--- src/rtl/uart_rx_fifo_pkg.sv ---
// Shared constants and the receive FSM state type for the UART receive path.
// The values match the transmit side: 8N1 framing, 4 ticks of baud_x4 per bit.
package uart_rx_fifo_pkg;

    typedef enum logic [2:0] {
        ST_IDLE      = 3'd0,
        ST_START     = 3'd1,
        ST_DATA      = 3'd2,
        ST_STOP      = 3'd3,
        ST_WAIT_HIGH = 3'd4
    } rx_state_e;

    localparam int TICKS_PER_BIT = 4;
    localparam int DATA_BITS     = 8;

    // Last tick of a bit period and last data-bit index, at counter widths
    localparam logic [1:0] TICK_LAST = 2'(TICKS_PER_BIT - 1);
    localparam logic [2:0] BIT_LAST  = 3'(DATA_BITS - 1);

endpackage

--- src/rtl/uart_byte_fifo.sv ---
// Byte queue with registered head/empty outputs. Head reads 8'h00 while empty.
// Pointers carry one extra wrap bit so full and empty are told apart without
// a counter. DEPTH=1 degenerates to a single holding register.
module uart_byte_fifo #(
    parameter int DEPTH = 4
) (
    input  logic       clk,
    input  logic       reset,
    input  logic       push,
    input  logic [7:0] push_data,
    input  logic       pop,
    output logic [7:0] head,
    output logic       empty,
    output logic       full
);

    localparam int PW = $clog2(DEPTH) + 1;
    localparam int AW = (DEPTH > 1) ? $clog2(DEPTH) : 1;

    logic [PW-1:0] r_wr_ptr;
    logic [PW-1:0] r_rd_ptr;
    logic [PW-1:0] w_wr_ptr_nxt;
    logic [PW-1:0] w_rd_ptr_nxt;
    logic [AW-1:0] w_wr_idx;
    logic [AW-1:0] w_rd_idx;
    logic [AW-1:0] w_rd_idx_nxt;
    logic [7:0]    r_mem [DEPTH];
    logic [7:0]    r_head;
    logic [7:0]    w_head_nxt;
    logic          r_empty;
    logic          w_pop;
    logic          w_push;

    // Storage index is the pointer without its wrap bit; a single slot is always index 0
    generate
        if (DEPTH > 1) begin : g_idx
            assign w_wr_idx     = r_wr_ptr[AW-1:0];
            assign w_rd_idx     = r_rd_ptr[AW-1:0];
            assign w_rd_idx_nxt = w_rd_ptr_nxt[AW-1:0];
        end else begin : g_idx_single
            assign w_wr_idx     = '0;
            assign w_rd_idx     = '0;
            assign w_rd_idx_nxt = '0;
        end
    endgenerate

    assign full   = (r_wr_ptr[PW-1] != r_rd_ptr[PW-1]) && (w_wr_idx == w_rd_idx);
    assign w_pop  = pop & ~r_empty;
    // A pop on the same edge frees the slot, so a push into a full queue still lands
    assign w_push = push & (~full | w_pop);

    assign w_wr_ptr_nxt = r_wr_ptr + PW'(w_push);
    assign w_rd_ptr_nxt = r_rd_ptr + PW'(w_pop);

    assign head  = r_head;
    assign empty = r_empty;

    // Next head: zero when the queue will be empty, the incoming byte when it becomes the only entry
    always_comb begin
        w_head_nxt = r_head;
        if (w_wr_ptr_nxt == w_rd_ptr_nxt) begin
            w_head_nxt = 8'h00;
        end else if (w_push && (w_wr_idx == w_rd_idx_nxt)) begin
            w_head_nxt = push_data;
        end else begin
            w_head_nxt = r_mem[w_rd_idx_nxt];
        end
    end

    // Byte storage write port
    always_ff @(posedge clk or posedge reset) begin
        if (reset) begin
            for (int i = 0; i < DEPTH; i++) begin
                r_mem[i] <= 8'h00;
            end
        end else if (w_push) begin
            r_mem[w_wr_idx] <= push_data;
        end
    end

    // Pointers and registered head/empty
    always_ff @(posedge clk or posedge reset) begin
        if (reset) begin
            r_wr_ptr <= '0;
            r_rd_ptr <= '0;
            r_head   <= 8'h00;
            r_empty  <= 1'b1;
        end else begin
            r_wr_ptr <= w_wr_ptr_nxt;
            r_rd_ptr <= w_rd_ptr_nxt;
            r_head   <= w_head_nxt;
            r_empty  <= (w_wr_ptr_nxt == w_rd_ptr_nxt);
        end
    end

endmodule

--- src/rtl/uart_rx_fifo.sv ---
// UART 8N1 receiver: synchronizes serial_rx, deframes on baud_x4 ticks
// (4 per bit, sample on the 4th tick of each bit) and queues bytes for a
// consumer with a valid/ready handshake.
// Build option: define UART_RX_FIFO_EN for a FIFO_DEPTH-entry queue; without
// it a single holding register is used and FIFO_DEPTH has no effect.
module uart_rx_fifo
    import uart_rx_fifo_pkg::*;
#(
    parameter int FIFO_DEPTH = 4
) (
    input  logic       clk,
    input  logic       reset,
    input  logic       baud_x4,
    input  logic       serial_rx,
    output logic [7:0] data,
    output logic       data_valid,
    input  logic       data_ready,
    output logic       frame_err,
    output logic       overrun
);

`ifdef UART_RX_FIFO_EN
    localparam int STORE_DEPTH = FIFO_DEPTH;
`else
    // Single holding register regardless of FIFO_DEPTH
    localparam int STORE_DEPTH = (FIFO_DEPTH > 0) ? 1 : 1;
`endif

    logic       r_rx_meta;
    logic       r_rx_sync;
    rx_state_e  r_state;
    rx_state_e  w_state_nxt;
    logic [1:0] r_tick_cnt;
    logic [1:0] w_tick_cnt_nxt;
    logic [2:0] r_bit_cnt;
    logic [2:0] w_bit_cnt_nxt;
    logic [7:0] r_shift;
    logic [7:0] w_shift_nxt;
    logic       w_push;
    logic       w_frame_err;
    logic       w_overrun;
    logic       r_frame_err;
    logic       r_overrun;
    logic [7:0] w_head;
    logic       w_empty;
    logic       w_full;

    // Two-flop synchronizer for the asynchronous pin, idle level 1
    always_ff @(posedge clk or posedge reset) begin
        if (reset) begin
            r_rx_meta <= 1'b1;
            r_rx_sync <= 1'b1;
        end else begin
            r_rx_meta <= serial_rx;
            r_rx_sync <= r_rx_meta;
        end
    end

    // Deframer state, counters and shift register
    always_ff @(posedge clk or posedge reset) begin
        if (reset) begin
            r_state    <= ST_IDLE;
            r_tick_cnt <= 2'd0;
            r_bit_cnt  <= 3'd0;
            r_shift    <= 8'h00;
        end else begin
            r_state    <= w_state_nxt;
            r_tick_cnt <= w_tick_cnt_nxt;
            r_bit_cnt  <= w_bit_cnt_nxt;
            r_shift    <= w_shift_nxt;
        end
    end

    // Deframer next state; everything advances only on baud ticks
    always_comb begin
        w_state_nxt    = r_state;
        w_tick_cnt_nxt = r_tick_cnt;
        w_bit_cnt_nxt  = r_bit_cnt;
        w_shift_nxt    = r_shift;
        w_push         = 1'b0;
        w_frame_err    = 1'b0;
        if (baud_x4) begin
            case (r_state)
                ST_IDLE: begin
                    if (!r_rx_sync) begin
                        w_state_nxt    = ST_START;
                        w_tick_cnt_nxt = 2'd0;
                    end else begin
                        w_state_nxt = ST_IDLE;
                    end
                end
                ST_START: begin
                    // Start bit must still be low one tick later, else it was a glitch
                    if (r_rx_sync) begin
                        w_state_nxt = ST_IDLE;
                    end else begin
                        w_state_nxt    = ST_DATA;
                        w_tick_cnt_nxt = 2'd0;
                        w_bit_cnt_nxt  = 3'd0;
                    end
                end
                ST_DATA: begin
                    w_tick_cnt_nxt = r_tick_cnt + 2'd1;
                    if (r_tick_cnt == TICK_LAST) begin
                        w_shift_nxt = {r_rx_sync, r_shift[7:1]};
                        if (r_bit_cnt == BIT_LAST) begin
                            w_state_nxt = ST_STOP;
                        end else begin
                            w_bit_cnt_nxt = r_bit_cnt + 3'd1;
                        end
                    end else begin
                        w_shift_nxt = r_shift;
                    end
                end
                ST_STOP: begin
                    w_tick_cnt_nxt = r_tick_cnt + 2'd1;
                    if (r_tick_cnt == TICK_LAST) begin
                        if (r_rx_sync) begin
                            w_push      = 1'b1;
                            w_state_nxt = ST_IDLE;
                        end else begin
                            w_frame_err = 1'b1;
                            w_state_nxt = ST_WAIT_HIGH;
                        end
                    end else begin
                        w_state_nxt = ST_STOP;
                    end
                end
                ST_WAIT_HIGH: begin
                    // A held-low line (break) reports once, then waits for idle
                    if (r_rx_sync) begin
                        w_state_nxt = ST_IDLE;
                    end else begin
                        w_state_nxt = ST_WAIT_HIGH;
                    end
                end
                default: begin
                    w_state_nxt = ST_IDLE;
                end
            endcase
        end else begin
            w_state_nxt = r_state;
        end
    end

    // A completed byte is lost only if storage is full and nothing leaves on the same edge
    assign w_overrun = w_push & w_full & ~(data_ready & ~w_empty);

    // One-clock status pulses
    always_ff @(posedge clk or posedge reset) begin
        if (reset) begin
            r_frame_err <= 1'b0;
            r_overrun   <= 1'b0;
        end else begin
            r_frame_err <= w_frame_err;
            r_overrun   <= w_overrun;
        end
    end

    uart_byte_fifo #(
        .DEPTH(STORE_DEPTH)
    ) u_fifo (
        .clk       (clk),
        .reset     (reset),
        .push      (w_push),
        .push_data (r_shift),
        .pop       (data_ready),
        .head      (w_head),
        .empty     (w_empty),
        .full      (w_full)
    );

    assign data       = w_head;
    assign data_valid = ~w_empty;
    assign frame_err  = r_frame_err;
    assign overrun    = r_overrun;

endmodule

--- config.mk ---
export PLATFORM = sky130hd
export DESIGN_NAME = uart_rx_fifo
export DESIGN_NICKNAME = d
export VERILOG_FILES = /design/src/rtl/uart_rx_fifo_pkg.sv /design/src/rtl/uart_byte_fifo.sv /design/src/rtl/uart_rx_fifo.sv
export SDC_FILE = /design/constraint.sdc
export NUM_CORES = 1
export LEC_CHECK = 0
export CAP_MARGIN = 10
export CELL_PAD_IN_SITES_DETAIL_PLACEMENT = 0
export CELL_PAD_IN_SITES_GLOBAL_PLACEMENT = 1
export CORE_ASPECT_RATIO = 1.75
export CORE_MARGIN = 2
export CORE_UTILIZATION = 45
export DETAILED_ROUTE_END_ITERATION = 10
export MAX_ROUTING_LAYER = met4
export PLACE_DENSITY_LB_ADDON = 0.1
export SETUP_SLACK_MARGIN = 0.2
export SYNTH_ARGS = -nofsm -noshare
export SYNTH_HDL_FRONTEND = slang
export SYNTH_HIERARCHICAL = 1
export SYNTH_SLANG_ARGS = --single-unit
--- constraint.sdc ---
create_clock -name clk -period 4.9 [get_ports clk]
set_input_delay 0.735 -clock clk [delete_from_list [all_inputs] [get_ports clk]]
set_output_delay 0.735 -clock clk [all_outputs]
set_load 0.03 [all_outputs]
==> results of run 1 <==
-- cell families after synthesis --
family                     Yosys count  synth area share, %
AOI/OAI and AO/OA                   27                 12.6
xor gates and xnor gates             3                 2.00
adders and majority gates            3                 2.22
buffers and inverters                9                 3.11
DFF                                 39                 58.0
muxes                               17                 11.3
and+or+nand+nor                     22                 10.7
-- critical path, stage by stage --
cell	delay (ns)
clkdlybuf4s50_1	0.60
nand4b_4	0.22
nor2_1	0.43
nand2_2	0.24
mux2_2	0.33
-- power by group through the flow --
| stage | sequential, uW | clock (uW) | combinational, uW |
|---|---|---|---|
| 5_1_grt | 445 | 251 | 250 |
| 4_1_cts | 436 | 238 | 227 |
| 3_3_place_gp | 437 | 0 | 222 |
| 2_1_floorplan | 408 | 0 | 212 |
| 3_5_place_dp | 442 | 0 | 227 |
| 6_report | 437 | 228 | 222 |
-- per-stage QoR --
step | area [um^2] | power, uW | setup WS [ns] | utilization [%] | hold slack, ns
after global routing | 1960 | 945 | 2.36 | 54.6 | 0.371
after floorplan | 1690 | 620 | 3.22 | - | 0.345
after detailed placement | 1860 | 669 | 2.20 | 51.8 | 0.349
after CTS | 1960 | 901 | 2.51 | 54.6 | 0.359
after global placement | 1860 | 659 | 2.28 | 51.8 | 0.351
final | 1960 | 887 | 2.50 | 54.6 | 0.359
-- final timing paths --
| kind | start | to | slack [ns] | cells after the start |
|---|---|---|---|---|
| min reg2reg | r_rx_meta | r_rx_sync | 0.36 | 0 |
| max reg2reg | r_tick_cnt[0] | u_fifo/r_mem[5] | 2.91 | 5 |
| max | baud_x4 | u_fifo/r_mem[5] | 2.50 | 5 |
| max in group asynchronous | reset | r_bit_cnt[0] | 3.50 | 2 |
| min in group asynchronous | reset | u_fifo/r_rd_ptr | 0.90 | 2 |
| min | r_rx_meta | r_rx_sync | 0.36 | 0 |
-- state kept, by name (all words and copies together), names as in the netlist --
| name | flops |
|---|---|
| u_fifo/r_mem | 8 |
| u_fifo/head | 8 |
| r_shift | 8 |
| frame_err | 1 |
| u_fifo/empty | 1 |
| u_fifo/r_wr_ptr | 1 |
| r_rx_sync | 1 |
| r_state | 3 |
| overrun | 1 |
| r_tick_cnt | 2 |
| u_fifo/r_rd_ptr | 1 |
| r_rx_meta | 1 |
| r_bit_cnt | 3 |
-- cells in the mapped netlist (all sizes together) --
master / n
dfrtp: 36
mux2: 17
a22o: 11
nand2: 6
o21ai: 6
inv: 5
buf: 4
a21oi: 3
dfstp: 3
ha: 3
nand2b: 3
nor2: 3
a21o: 2
and2: 2
nor3b: 2
xnor2: 2
a2111oi: 1
a21bo: 1
a32o: 1
and2b: 1
and3b: 1
and4bb: 1
nand4b: 1
nor2b: 1
nor3: 1
o31ai: 1
o32a: 1
xor2: 1
-- final cells by class --
type	instances	area, um^2
fillers	295	1630
inverters	5	18.8
well taps	46	57.6
multi-input cells	72	656
repair buffers	15	150
flip-flops and latches	39	980
clock buffers	8	100
-- cells in the final DEF (no fill, tap or decap), types with 3 or more instances in the layout --
cell and instances:
dfrtp_1 36, mux2_2 17, clkdlybuf4s50_1 15, a22o_1 11, clkbuf_8 7, nand2_1 5
inv_1 5, o21ai_0 4, nand2b_1 3, a21oi_1 3, ha_1 3, dfstp_2 3
-- routing by layer --
layer,routed length (um),track usage [%],vias to the layer above
met2,1530,26.8,17
met5,0,-,-
li1,-,-,460
met1,951,15.4,475
met4,61,7.37,0
met3,75,4.23,6
==> out/qor.log, run 1 <==
[status] run status completed
[power_and_ir_drop] sequential cell fraction of total power 49.2%
[timing] Least-Margin Pin Slew 0.749 ns
[grt] first-pass GRT wire length 4810 um
[detailed_routing] remaining antenna violation count 0
[synthesis] number of flip-flops and latches in the synthesized netlist 39
[grt] residual overflow from global routing 0
[power_and_ir_drop] VDD IR max 261 uV
[detailed_routing] Detailed Route WL 2620 um
[clock_network] CTS tree built
[power_and_ir_drop] share of total power in the clock network 25.7%
[detailed_routing] DRC violations left 0
[placement] HPWL after detailed placement 1990 um
[timing] portion of the clock cycle consumed by the worst path in the final layout 48.9%
[worst_setup_path] crit path capture type flop
[timing] unrepaired setup endpoints after global routing false
[clock_network] post-cts sizing count 0
[finish] P&R area growth vs syn 16.2%
[floorplanning] # IOs 16
[placement] placer congestion estimate 0.724
[floorplanning] initial core utilization 47.0%
[timing] clk_skew 0.00132 ns
[timing] remaining max-slew budget at the tightest pin 50.0%
[power_and_ir_drop] Logic pwr share 25.0%
[timing] Peak Freq 417 MHz
[finish] count of inserted antenna diode cells 0
[floorplanning] die outline area 4280 um^2
[synthesis] count of synthesis-stage warnings from yosys 6
[clock_network] Clock transition at path regs 0.07 ns
[placement] count of input and output buffers 15
[synthesis] Synth area leader dfrtp_1
[synthesis] number of unique standard cell types used by synthesis 34
[finish] post-route insts no fill 185
[worst_setup_path] type of the setup path with the least slack input port to flop
[clock_network] insertion delay of the later-clocked pin in the worst-skew pair 0.28 ns
[clock_network] TritonCTS Buffers 5
[detailed_routing] number of vias in the routed layout 958
[detailed_routing] Routed wire per std cell 14.1 um
[clock_network] cts hold-fix bufs 0
[clock_network] CTS sink cnt 39
[clock_network] maximum level of the CTS H-tree 2
[clock_network] buffer type at the clock tree root clkbuf_8
[clock_network] number of buffers between clock root and the deepest sink 2
[power_and_ir_drop] switching fraction of total power 31.8%
[power_and_ir_drop] LEAKAGE 0.000948 uW
[worst_setup_path] data required time of the critical path 5.07 ns
[timing] final count of negative-setup-slack endpoints 0
[worst_setup_path] crit path launch type input port
[detailed_routing] number of DRC markers in iteration 0 1
[floorplanning] floorplan row count 29
[worst_setup_path] arrival time reported for the critical path endpoint 2.56 ns
[floorplanning] horizontal extent of the die 50.3 um
[detailed_routing] detailed-routing iteration count for the pre-antenna-repair pass 4
[timing] Final Hold Vio Count 0
[synthesis] register area share after synthesis 58.0%
[floorplanning] chip height 85.0 um
[grt] initial antenna violation count 0
[power_and_ir_drop] internal power 605 uW
[worst_setup_path] peak fanout along the critical path 8
[synthesis] area fraction of the dominant cell type after synthesis 53.4%
[synthesis] area of the mapped netlist 1690 um^2
[timing] max-slew violation count 0
[timing] aggregate negative setup slack 0 ns
[synthesis] top cells by area in the synthesized netlist dfrtp_1 53%, mux2_2 11%, a22o_1 5.7%
[grt] via count of the first global-routing pass 1056
[synthesis] Post-Syn Nets 128
[finish] fraction of layout instances using a drive strength above 1 28.1%
[synthesis] mean cell area of the mapped netlist 14.1 um^2
[timing] Final Critical Period 2.40 ns
[min_path] worst min-delay path class flop to flop
[clock_network] number of setup buffers added after CTS 0
[floorplanning] Core Area 3590 um^2
[synthesis] Synth Instances 120
[finish] Final nets 146
[detailed_routing] via density per instance 5.18
[grt] largest net degree at the start of global routing 21
[placement] placed cell count 177
[power_and_ir_drop] switching component of the power 282 uW
[power_and_ir_drop] total power divided by cell area 452 nW/um^2
[job] reported max-cap violation count 0
[grt] Total Routing Usage GR 15.4%
Note: power is estimated with default switching activity, not from simulation.
==> run 2, diff against run 1 <==
clock period = 2.37 ns   (was 4.9 ns; I/O delays follow)
==> run 2 against run 1 <==
  * Sequential share of layout area fell by 0.50 points
  * Die area did not move
  * Final cell count up 0.54%
  * Combinational power rose by 110%
  * Design area up 1.0%
  * Power is 110% higher
==> out/qor.log, run 2 (synthesized netlist as in run 1, its figures left out) <==
[status] run status completed
[floorplanning] floorplan row count 29
[worst_setup_path] launching point of the worst reg2reg path r_tick_cnt[0]
[min_path] Worst Hold Path Cells 0
[finish] total of fill cells in the finished design 303
[detailed_routing] Routed wire per std cell 13.5 um
[floorplanning] horizontal extent of the die 50.3 um
[clock_network] CTS sink cnt 39
[timing] portion of the clock cycle consumed by the worst path in the final layout 77.3%
[min_path] worst min-delay path class flop to flop
[timing] unrepaired setup endpoints after global routing false
[clock_network] post-cts sizing count 0
[power_and_ir_drop] total power divided by cell area 959 nW/um^2
[placement] placed cell count 178
[power_and_ir_drop] LEAKAGE 0.000960 uW
[power_and_ir_drop] Logic pwr share 24.2%
[clock_network] cts hold-fix bufs 0
[finish] fraction of layout instances using a drive strength above 1 29.3%
[floorplanning] die outline area 4280 um^2
[detailed_routing] number of vias in the routed layout 958
[power_and_ir_drop] VDD IR max 597 uV
[grt] Total Routing Usage GR 14.7%
[power_and_ir_drop] total chip power 1900 uW
[placement] Place WS 0.311 ns
[power_and_ir_drop] switching fraction of total power 31.6%
[placement] placer congestion estimate 0.752
[clock_network] buffer type at the clock tree root clkbuf_8
[grt] largest net degree at the start of global routing 21
[worst_setup_path] FF-to-FF path depth 6
[worst_setup_path] Reg2Reg Setup Slack 0.66 ns
[detailed_routing] routed length on met3 94 um
[detailed_routing] number of DRC markers in iteration 0 12
[worst_setup_path] peak fanout along the critical path 3
[worst_setup_path] data required time of the critical path 2.01 ns
[finish] post-route insts no fill 186
[detailed_routing] highest metal layer used by the detailed router met4
[job] reported max-cap violation count 0
[worst_setup_path] crit path launch type flop
[clock_network] TritonCTS Buffers 5
[timing] Setup WS post-layout 0.537 ns
[detailed_routing] remaining antenna violation count 0
[floorplanning] # IOs 16
[detailed_routing] detailed-routing iteration count for the pre-antenna-repair pass 2
[grt] initial antenna violation count 0
[finish] P&R area growth vs syn 17.4%
[floorplanning] chip height 85.0 um
[grt] residual overflow from global routing 0
[worst_setup_path] worst-path cell chain inv_1 -> clkdlybuf4s50_1
[timing] Peak Freq 546 MHz
[worst_setup_path] Max stage delay on crit path 0.59 ns
[worst_setup_path] buffer and inverter count on the worst path 2
[power_and_ir_drop] internal power 1300 uW
[timing] remaining max-slew budget at the tightest pin 49.7%
[min_path] launch point of the worst hold path r_rx_meta
[finish] highest-count cells in the layout ignoring fill and taps 36 x dfrtp_1, 17 x mux2_2, 15 x clkdlybuf4s50_1
[finish] count of inserted antenna diode cells 0
[clock_network] maximum level of the CTS H-tree 2
[clock_network] insertion delay of the later-clocked pin in the worst-skew pair 0.29 ns
[finish] Final nets 147
[timing] Final Hold Vio Count 0
[detailed_routing] DRC violations left 0
[worst_setup_path] crit path capture type output port
[clock_network] Clock transition at path regs 0.08 ns
[worst_setup_path] CP delay by family, top buffers and inverters
[timing] final count of negative-setup-slack endpoints 0
[clock_network] number of setup buffers added after CTS 0
[min_path] hold path endpoint r_rx_sync
[detailed_routing] routed metal-1 wire length 918 um
[power_and_ir_drop] sequential cell fraction of total power 47.3%
[power_and_ir_drop] share of total power in the clock network 28.5%
[clock_network] number of buffers between clock root and the deepest sink 2
[finish] most common cell after layout, fill and taps aside dfrtp_1
[power_and_ir_drop] switching component of the power 601 uW
[worst_setup_path] arrival time reported for the critical path endpoint 1.48 ns
[placement] HPWL after detailed placement 1880 um
[worst_setup_path] type of the setup path with the least slack flop to output port
[timing] final hold slack 0.358 ns
[floorplanning] initial core utilization 47.0%
[worst_setup_path] worst reg2reg path endpoint u_fifo/r_mem[2]
[detailed_routing] Detailed Route WL 2510 um
[placement] count of input and output buffers 15
[timing] Final Critical Period 1.83 ns
[grt] first-pass GRT wire length 4360 um
[timing] Least-Margin Pin Slew 0.754 ns
[grt] via count of the first global-routing pass 977
[worst_setup_path] critical path's slowest cell clkdlybuf4s50_1
[detailed_routing] via density per instance 5.15
[floorplanning] Core Area 3590 um^2
[timing] aggregate negative setup slack 0 ns
[timing] clk_skew 0.00697 ns
[timing] max-slew violation count 0
[detailed_routing] wire length on met2 1430 um
[clock_network] CTS tree built
-- run 2: changes by cell type in the layout (fill, tap and decap cells not counted) --
cell | previous run | this run
bufinv_16 | 0 | 1
clkbuf_8 | 7 | 5
buf_4 | 0 | 1
clkbuf_1 | 1 | 0
clkinv_2 | 0 | 1
clkinv_4 | 0 | 1
-- run 2: worst max-delay path by stage --
stage / startpoint / end / slack (ns) / cells past startpoint
3_5_place_dp: baud_x4 / u_fifo/r_mem[2] / 0.31 / 6
4_1_cts: u_fifo/empty / data_valid / 0.52 / 2
3_3_place_gp: baud_x4 / u_fifo/r_mem[0] / 0.36 / 6
2_1_floorplan: r_tick_cnt[0] / u_fifo/r_mem[0] / 0.79 / 6
6_report: u_fifo/empty / data_valid / 0.54 / 2
5_1_grt: u_fifo/empty / data_valid / 0.48 / 2
-- run 2: power by group through the flow --
stage	combinational (uW)	clock [uW]	sequential, uW
detailed placement	470	0	913
CTS	471	564	898
floorplan	438	0	844
global placement	462	0	904
global route	522	588	913
finish	460	542	898
-- run 2: metrics by stage --
stage,area (um^2),util (%)
2_1_floorplan,1690,-
3_3_place_gp,1870,52.0
3_5_place_dp,1870,52.0
4_1_cts,1980,55.2
5_1_grt,1980,55.2
6_report,1980,55.2
-- run 2: area by class of cell --
class / count / area [um^2] / share of cell area [%]
timing repair buffer: 16 / 158 / 7.95
clock buffer: 5 / 68.8 / 3.47
multi-input combinational: 72 / 656 / 33.1
clock inverter: 3 / 43.8 / 2.21
inverter: 5 / 18.8 / 0.947
tap: 46 / 57.6 / 2.90
sequential: 39 / 980 / 49.4
-- run 2: layer usage --
| layer | up-vias | global-route usage [%] |
|---|---|---|
| met5 | - | - |
| met4 | 0 | 9.58 |
| met3 | 4 | 5.28 |
| met2 | 16 | 24.4 |
| met1 | 473 | 13.8 |
| li1 | 465 | - |
